===== src/rtl/pio_debounce_irq_pkg.sv =====
// Shared constants for the debounced PIO peripheral: register word addresses
// and the encodings accepted by the EDGE_MODE parameter.
package pio_debounce_irq_pkg;

  localparam logic [1:0] ADDR_DATA_IN  = 2'd0;
  localparam logic [1:0] ADDR_DATA_OUT = 2'd1;
  localparam logic [1:0] ADDR_IRQ_MASK = 2'd2;
  localparam logic [1:0] ADDR_EDGE_CAP = 2'd3;

  localparam int EDGE_RISING  = 0;
  localparam int EDGE_FALLING = 1;
  localparam int EDGE_ANY     = 2;

endpackage


===== src/rtl/pio_debounce_ch.sv =====
// One input channel: two-flop synchroniser, a debounce counter and the
// accepted (stable) level.
module pio_debounce_ch #(
  parameter int DEBOUNCE_CYCLES = 50000
) (
  input  logic clk,
  input  logic rst_n,
  input  logic raw,
  output logic stable
);

  localparam int CW = $clog2(DEBOUNCE_CYCLES) + 1;
  localparam logic [CW-1:0] TERMINAL = CW'(DEBOUNCE_CYCLES - 1);

  logic          sync_1;
  logic          sync_2;
  logic [CW-1:0] count;

  // The counter only runs while the synchronised level disagrees with the
  // accepted level, and restarts from zero on any agreement or acceptance.
  always_ff @(posedge clk or negedge rst_n) begin
    if (!rst_n) begin
      sync_1 <= 1'b0;
      sync_2 <= 1'b0;
      count  <= '0;
      stable <= 1'b0;
    end else begin
      sync_1 <= raw;
      sync_2 <= sync_1;
      if (sync_2 == stable) begin
        count <= '0;
      end else if (count == TERMINAL) begin
        stable <= sync_2;
        count  <= '0;
      end else begin
        count <= count + CW'(1);
      end
    end
  end

endmodule


===== src/rtl/pio_debounce_irq.sv =====
// Avalon-MM parallel I/O block: debounced inputs with edge capture and a
// masked level interrupt, plus an output register; read latency is one cycle.
module pio_debounce_irq
  import pio_debounce_irq_pkg::*;
#(
  parameter int          IN_WIDTH        = 4,
  parameter int          OUT_WIDTH       = 8,
  parameter int          DEBOUNCE_CYCLES = 50000,
  parameter int          EDGE_MODE       = EDGE_RISING,
  parameter logic [31:0] OUT_RESET       = '0
) (
  input  logic                 clk_clk,
  input  logic                 reset_reset_n,
  input  logic [1:0]           avs_address,
  input  logic                 avs_read,
  input  logic                 avs_write,
  input  logic [31:0]          avs_writedata,
  output logic [31:0]          avs_readdata,
  input  logic [IN_WIDTH-1:0]  in_port,
  output logic [OUT_WIDTH-1:0] out_port,
  output logic                 irq
);

  localparam logic [OUT_WIDTH-1:0] OUT_RST = OUT_RESET[OUT_WIDTH-1:0];

  logic [IN_WIDTH-1:0]  data_in;
  logic [IN_WIDTH-1:0]  data_in_q;
  logic [IN_WIDTH-1:0]  edge_set;
  logic [IN_WIDTH-1:0]  cap_clear;
  logic [IN_WIDTH-1:0]  edge_cap;
  logic [IN_WIDTH-1:0]  irq_mask;
  logic [OUT_WIDTH-1:0] data_out;
  logic [31:0]          rd_mux;
  logic                 unused_wdata;

  for (genvar i = 0; i < IN_WIDTH; i++) begin : g_ch
    pio_debounce_ch #(
      .DEBOUNCE_CYCLES(DEBOUNCE_CYCLES)
    ) u_ch (
      .clk   (clk_clk),
      .rst_n (reset_reset_n),
      .raw   (in_port[i]),
      .stable(data_in[i])
    );
  end

  always_comb begin
    edge_set = '0;
    case (EDGE_MODE)
      EDGE_FALLING: edge_set = ~data_in & data_in_q;
      EDGE_ANY:     edge_set = data_in ^ data_in_q;
      default:      edge_set = data_in & ~data_in_q;
    endcase
  end

  always_comb begin
    cap_clear = '0;
    if (avs_write && avs_address == ADDR_EDGE_CAP)
      cap_clear = avs_writedata[IN_WIDTH-1:0];
  end

  always_comb begin
    rd_mux = '0;
    case (avs_address)
      ADDR_DATA_IN:  rd_mux[IN_WIDTH-1:0]  = data_in;
      ADDR_DATA_OUT: rd_mux[OUT_WIDTH-1:0] = data_out;
      ADDR_IRQ_MASK: rd_mux[IN_WIDTH-1:0]  = irq_mask;
      ADDR_EDGE_CAP: rd_mux[IN_WIDTH-1:0]  = edge_cap;
    endcase
  end

  // A new edge is ORed in after the clear so it survives a same-cycle clear.
  always_ff @(posedge clk_clk or negedge reset_reset_n) begin
    if (!reset_reset_n) begin
      data_out     <= OUT_RST;
      irq_mask     <= '0;
      edge_cap     <= '0;
      data_in_q    <= '0;
      irq          <= 1'b0;
      avs_readdata <= '0;
    end else begin
      if (avs_write && avs_address == ADDR_DATA_OUT)
        data_out <= avs_writedata[OUT_WIDTH-1:0];
      if (avs_write && avs_address == ADDR_IRQ_MASK)
        irq_mask <= avs_writedata[IN_WIDTH-1:0];
      edge_cap  <= (edge_cap & ~cap_clear) | edge_set;
      data_in_q <= data_in;
      irq       <= |(edge_cap & irq_mask);
      if (avs_read)
        avs_readdata <= rd_mux;
    end
  end

  assign out_port     = data_out;
  assign unused_wdata = ^avs_writedata;

endmodule


===== config.mk =====
export PLATFORM = sky130hd
export DESIGN_NAME = pio_debounce_irq
export DESIGN_NICKNAME = d
export VERILOG_FILES = /design/src/rtl/pio_debounce_irq_pkg.sv /design/src/rtl/pio_debounce_ch.sv /design/src/rtl/pio_debounce_irq.sv
export SDC_FILE = /design/constraint.sdc
export NUM_CORES = 1
export LEC_CHECK = 0
export ABC_AREA = 1
export CORE_ASPECT_RATIO = 0.5
export CORE_MARGIN = 2
export CORE_UTILIZATION = 59
export DETAILED_ROUTE_END_ITERATION = 7
export PLACE_DENSITY = 0.94
export SLEW_MARGIN = 25
export SYNTH_ARGS = -nofsm -noshare
export SYNTH_HDL_FRONTEND = slang
export SYNTH_HIERARCHICAL = 1
export SYNTH_SLANG_ARGS = --single-unit

===== constraint.sdc =====
create_clock -name clk_clk -period 1.8 [get_ports clk_clk]
set_input_delay 0.36 -clock clk_clk [delete_from_list [all_inputs] [get_ports clk_clk]]
set_output_delay 0.36 -clock clk_clk [all_outputs]
set_load 0.03 [all_outputs]

* Word level (Yosys, flattened, before mapping) *
Index checks and enable logic that the tools add are counted.

storage, ports and cells
  memories = 0
  word-level logic and storage cells = 67
  bits in registers = 109
  RAM bits = 0
  latch bits = 0
  ROM bits = 0

cells by class
  eq/ne operators = 11
  bitwise operators = 10
  $add $sub $neg = 4
  order comparisons = 0
  reduce and logical (&&, ||, !) cells = 9
  multiplexer cells = 11
  shifts and indexed selects = 0
  $mul = 0
  div/mod/pow operators = 0

operators with widths
  kind                     number
  $mux W17                 8
  $add A17 B1 Y17 const B  4
  $eq A17 B16 Y1 const B   4
  $pmux W4 S4              1
  $and A4 B4 Y4            3
  $mux W4                  2
  $not A4 Y4               2
  $reduce_and A2 Y1        4
  $eq A1 B1 Y1             4
  $eq A2 B2 Y1 const B     2
  $not A1 Y1               4
  $or A4 B4 Y4             1
  $reduce_or A4 Y1         1
  $logic_and A1 B1 Y1      3
  $eq A2 B1 Y1 const B     1
  $logic_not A2 Y1         1

* Logic depth before layout (Yosys ltp) *
  word-level depth = 6
  depth in mapped cells = 8

* Hierarchy *
The synthesis kept the hierarchy.

by module, submodules not included
  module            cells an instance  sequential area each (µm²)  area each (µm²)  times used
  pio_debounce_ch   134                500.5                       1073.5           4
  pio_debounce_irq  167                725.7                       1453.9           1

* Least setup slack after synthesis *
Ideal clock, no wire load.

  path kind = flip-flop to flip-flop
  start = reg g_ch[0].u_ch.count[0]
  end = reg g_ch[0].u_ch.count[16]
  cell stages (with the launch flop) = 9
  slack = 0.596 ns
  path buffers = 0
  data arrival time = 1.085 ns
  data required time = 1.681 ns
  library setup time = 0.119 ns
  period minus slack after synthesis = 1.204 ns
  path through = dfrtp_1 > ha_1 > nand2_1 > nor2_4 > nand2_1 > nor2_1 > nand2_1 > nand2_1 > nor2_1

between the ends
  word-level cells in the longest chain between the ends = 3

RTL lines
  what                                               RTL line                                      source
  from (decl)                                        pio_debounce_ch.sv:17                         logic [CW-1:0] count;
  from (signal assigned)                             pio_debounce_ch.sv:36                         count <= count + CW'(1);
  $add A17 B1 Y17 or $eq A17 B16 Y1 (tied branches)  pio_debounce_ch.sv:36, pio_debounce_ch.sv:32
  $mux W17 *                                         pio_debounce_ch.sv:32                         end else if (count == TERMINAL) begin
  $mux W17 *                                         pio_debounce_ch.sv:30                         if (sync_2 == stable) begin

Every way passes the cells marked *; elsewhere a longest branch is shown, timed or not.
A chain may end at the register's enable or synchronous reset.

* Final worst setup path *
  start = reg avs_readdata[2]
  end = out avs_readdata[2]

RTL lines
  what                    RTL line                source
  from (decl)             pio_debounce_irq.sv:18  output logic [31:0] avs_readdata,
  from (signal assigned)  pio_debounce_irq.sv:90  avs_readdata <= rd_mux;

No word-level cell between the ends.

==> results.txt <==
* CTS tree: done
* Synthesized instance count: 703
* Antenna violation net count after detailed routing: 0
* Largest delay contributor family on the critical path: buffers and inverters
- At the end of routability-driven placement, the weighted congestion stood at 0.880.
* Final #Nets: 793
- Pwr dens: 866 nW/µm²
* Seq/Total Area, Yosys: 47.5%
- Summed over all layers, the routed wires come to 13,100 µm.
- The later pin in the worst-skew pair is clocked with a latency of 0.35 ns.
- Worst setup SP type: flip-flop
* Layout cell share with drive strength beyond 1: 12.9%
- Multi-input combinational cell area: 2630 µm²
- Peak supply drop: 0.507 mV
* Worst reg2reg endpoint: g_ch[2].u_ch/count[16]
- Crit path buf inv count: 1
* Final instance area: 6560 µm²
* Post-route fraction of the period consumed by the critical path: 102%
* Worst endpoint data arrival time: 1.48 ns
- Min Hold Slack: 0.0553 ns
* Worst Max-Slew Pin Slew: 0.569 ns
* Area inside the core boundary: 9450 µm²
* Worst setup slack before clock tree synthesis: 0.0600 ns
- Routed vias: 4,843
- Count of endpoints failing hold in the final timing report: 0
- Failing checks: negative setup slack
- Per report_power, the clock group accounts for 43.3% of the total.
- Reported max-cap violation count: 0
- The worst pin sits at a relative slew slack of 62.1%.
- Top-level port count: 83
- Yosys warns: 6
- Derived from the worst setup path, the maximum achievable clock frequency is 542 MHz.
- For the worst flop-to-flop path, the logic depth is 8.
- Internal Power: 4.27 mW
- Worst Slack Setup Final: -0.0441 ns
* H-tree level count: 3
- The share of total power dissipated in sequential elements is 46.4%.
* Combined area of all synthesized cells: 5750 µm²
- Worst hold-check path type: input pin to asynchronous set/reset pin
- After detailed placement, the total cell area comes to 6170 µm².
* Worst R2R Setup Slack: 0.33 ns
* Post-route minimum period: 1.84 ns
- Sequence of cells on the critical path: clkdlybuf4s50_1
- Number of synthesized register bits: 109
- Dividing the detail-routed wire length by the instance count gives 14.8 µm.
- The slowest stage of the critical path is the clkdlybuf4s50_1 cell.
* Crit path required time: 1.44 ns
- Total number of placement rows: 25
* Initial core utilization: 60.8%
- Fin cells: 887
- CP Capture Type: output pin
* Final global-route overflow total: 0
- The number of antenna violations at the first check in global routing is 0.
* Total leakage power: 2.90 nW
- In this run the worst path has a maximum fanout of 2.
- The run finished, with violations left.
- Cell total after placement: 871
- Port-buffer cells: 34
* # diodes: 0
- Reg clk slew, reported paths: 0.08 ns
- The setup path with the least slack is of type flip-flop to output pin.
- Filler Cells Inserted: 622
* Die boundary height: 73.8 µm
* Combinational cell fraction of total power: 10.3%
- In this run switching power makes up 24.8% of total power.
* Number of flip-flops under the largest register name: 68
* First-pass GRT wire length: 21,000 µm
* Pre-antenna DRT Iters: 6
* Largest Register: g_ch.u_ch/count
- In the layout the commonest cells are nand2_1, dfrtp_1, nor2_1, inv_1, nand3_1.
- Number of pins exceeding their max-slew limit in the final report: 0
- Most common cell after layout, fill and taps aside: nand2_1
* Max incr delay on CP: 0.71 ns
* Avg Synthesized Cell Area: 8.18 µm²
- Vias in the first global route: 4,439
* Worst setup skew after layout: 0.0105 ns
* Sequential cell area in the final layout: 2730 µm²
- Worst flop-to-flop path startpoint: g_ch[2].u_ch/count[0]
- Switching power total: 1.41 mW
- Buffers inserted by post-CTS timing repair: 0
* DP Wirelength: 8440 µm
- TritonCTS created 9 clock buffers.
* Final-report setup violation count: 1
- Entering global routing, the biggest net connects 110 pins.
* Detailed-route DRC error count: 0
* Clock Tree Root: clkbuf_16
- Relative area change from synthesis to final layout: 14.1%
- Synthesis instantiated 28 different standard cells from the library.
* Via density: 5.46
- The floorplan step defined a die boundary enclosing 10,600 µm².
* Combined global-route utilization of all metal layers: 25.6%
* Buffer depth of the longest clock path: 2
- CTS saw 109 sinks.
* Horiz. Die Dim: 144 µm
* Number of DRC markers in iteration 0: 434
-- cell usage after synthesis (all sizes together) --
library cell  count  area, µm²
dfrtp           109       2730
ha                4       50.1
buf              26        203
nor3b             4       30.0
nand2           195        812
xnor2             4       35.0
nor2            130        644
o21bai            7       52.6
clkbuf            1       3.75
a21oi            16       80.1
nand4            21        131
conb              1       3.75
xor2             24        210
o21ai            24        135
nand3b            4       30.0
nand3            56        300
or2               4       25.0
inv              73        274
-- worst max path at each step --
stage               slack, ns  cells past startpoint                endpoint             startpoint
floorplan                0.60                      8  g_ch[0].u_ch/count[16]  g_ch[0].u_ch/count[0]
global placement         0.09                      6             out_port[3]         avs_address[1]
detailed placement       0.06                      6             out_port[2]         avs_address[1]
CTS                     0.007                      1             out_port[3]            out_port[3]
global route            -0.07                      1         avs_readdata[2]        avs_readdata[2]
finish                  -0.04                      1         avs_readdata[2]        avs_readdata[2]
-- layout make-up --
| type | count | area share [%] |
|---|---|---|
| repair buffers | 37 | 5.90 |
| well taps | 135 | 2.58 |
| clock inverters | 6 | 2.04 |
| clock buffers | 10 | 3.65 |
| multi-input cells | 517 | 40.1 |
| flip-flops and latches | 109 | 41.6 |
| inverters | 73 | 4.18 |
-- power groups by stage --
stage	Sequential, mW	Clock [mW]	Combinational, mW
2_1_floorplan	2.76	0	0.278
3_3_place_gp	2.67	0	0.564
3_5_place_dp	2.67	0	0.586
4_1_cts	2.63	2.47	0.590
5_1_grt	2.64	2.59	0.633
6_report	2.63	2.46	0.586
-- metal layers --
metal | GRT usage (%) | vias to the layer above | part of all wire [%]
met5 | 0 | - | 0
met1 | 31.4 | 2309 | 40
li1 | - | 2263 | -
met4 | 9.69 | 0 | 2.7
met3 | 6.39 | 41 | 6.2
met2 | 44.6 | 230 | 51
-- per-stage QoR --
stage               power [mW]  utilization (%)  TNS, ns
floorplan                 3.03                -        0
global placement          3.23             65.3        0
detailed placement        3.26             65.3        0
CTS                       5.68             69.2        0
global route              5.86             69.4  -0.0685
finish                    5.68             69.4  -0.0441
-- worst reg2reg max path, stage by stage, from the launching register on --
cell     delay, ns
dfrtp_1       0.40
ha_1          0.23
nand2_1       0.14
nor2_4        0.15
nand2_1       0.13
nor2_1        0.14
nand2_1       0.06
nand2_1       0.07
nor2_1        0.04
-- cells by family (layout without fill, tap and decap cells) --
logic type | Yosys count | in the layout | share of synthesized area (%)
XOR/XNOR | 28 | 28 | 4.27
other | 1 | 24 | 0.0652
AO/OA/AOI/OAI | 47 | 47 | 4.66
AND/OR/NAND/NOR | 414 | 414 | 34.3
flip-flops | 109 | 109 | 47.5
buffers and inverters | 100 | 126 | 8.36
adder cells (fa/ha/maj) | 4 | 4 | 0.871
-- what timing repair did --
item,in CTS,in global routing
endpoints found under the setup margin,3,7
pin swaps,0,0
hold buffers,0,0
resized for setup,3,7
(Power assumes the default switching activity.)
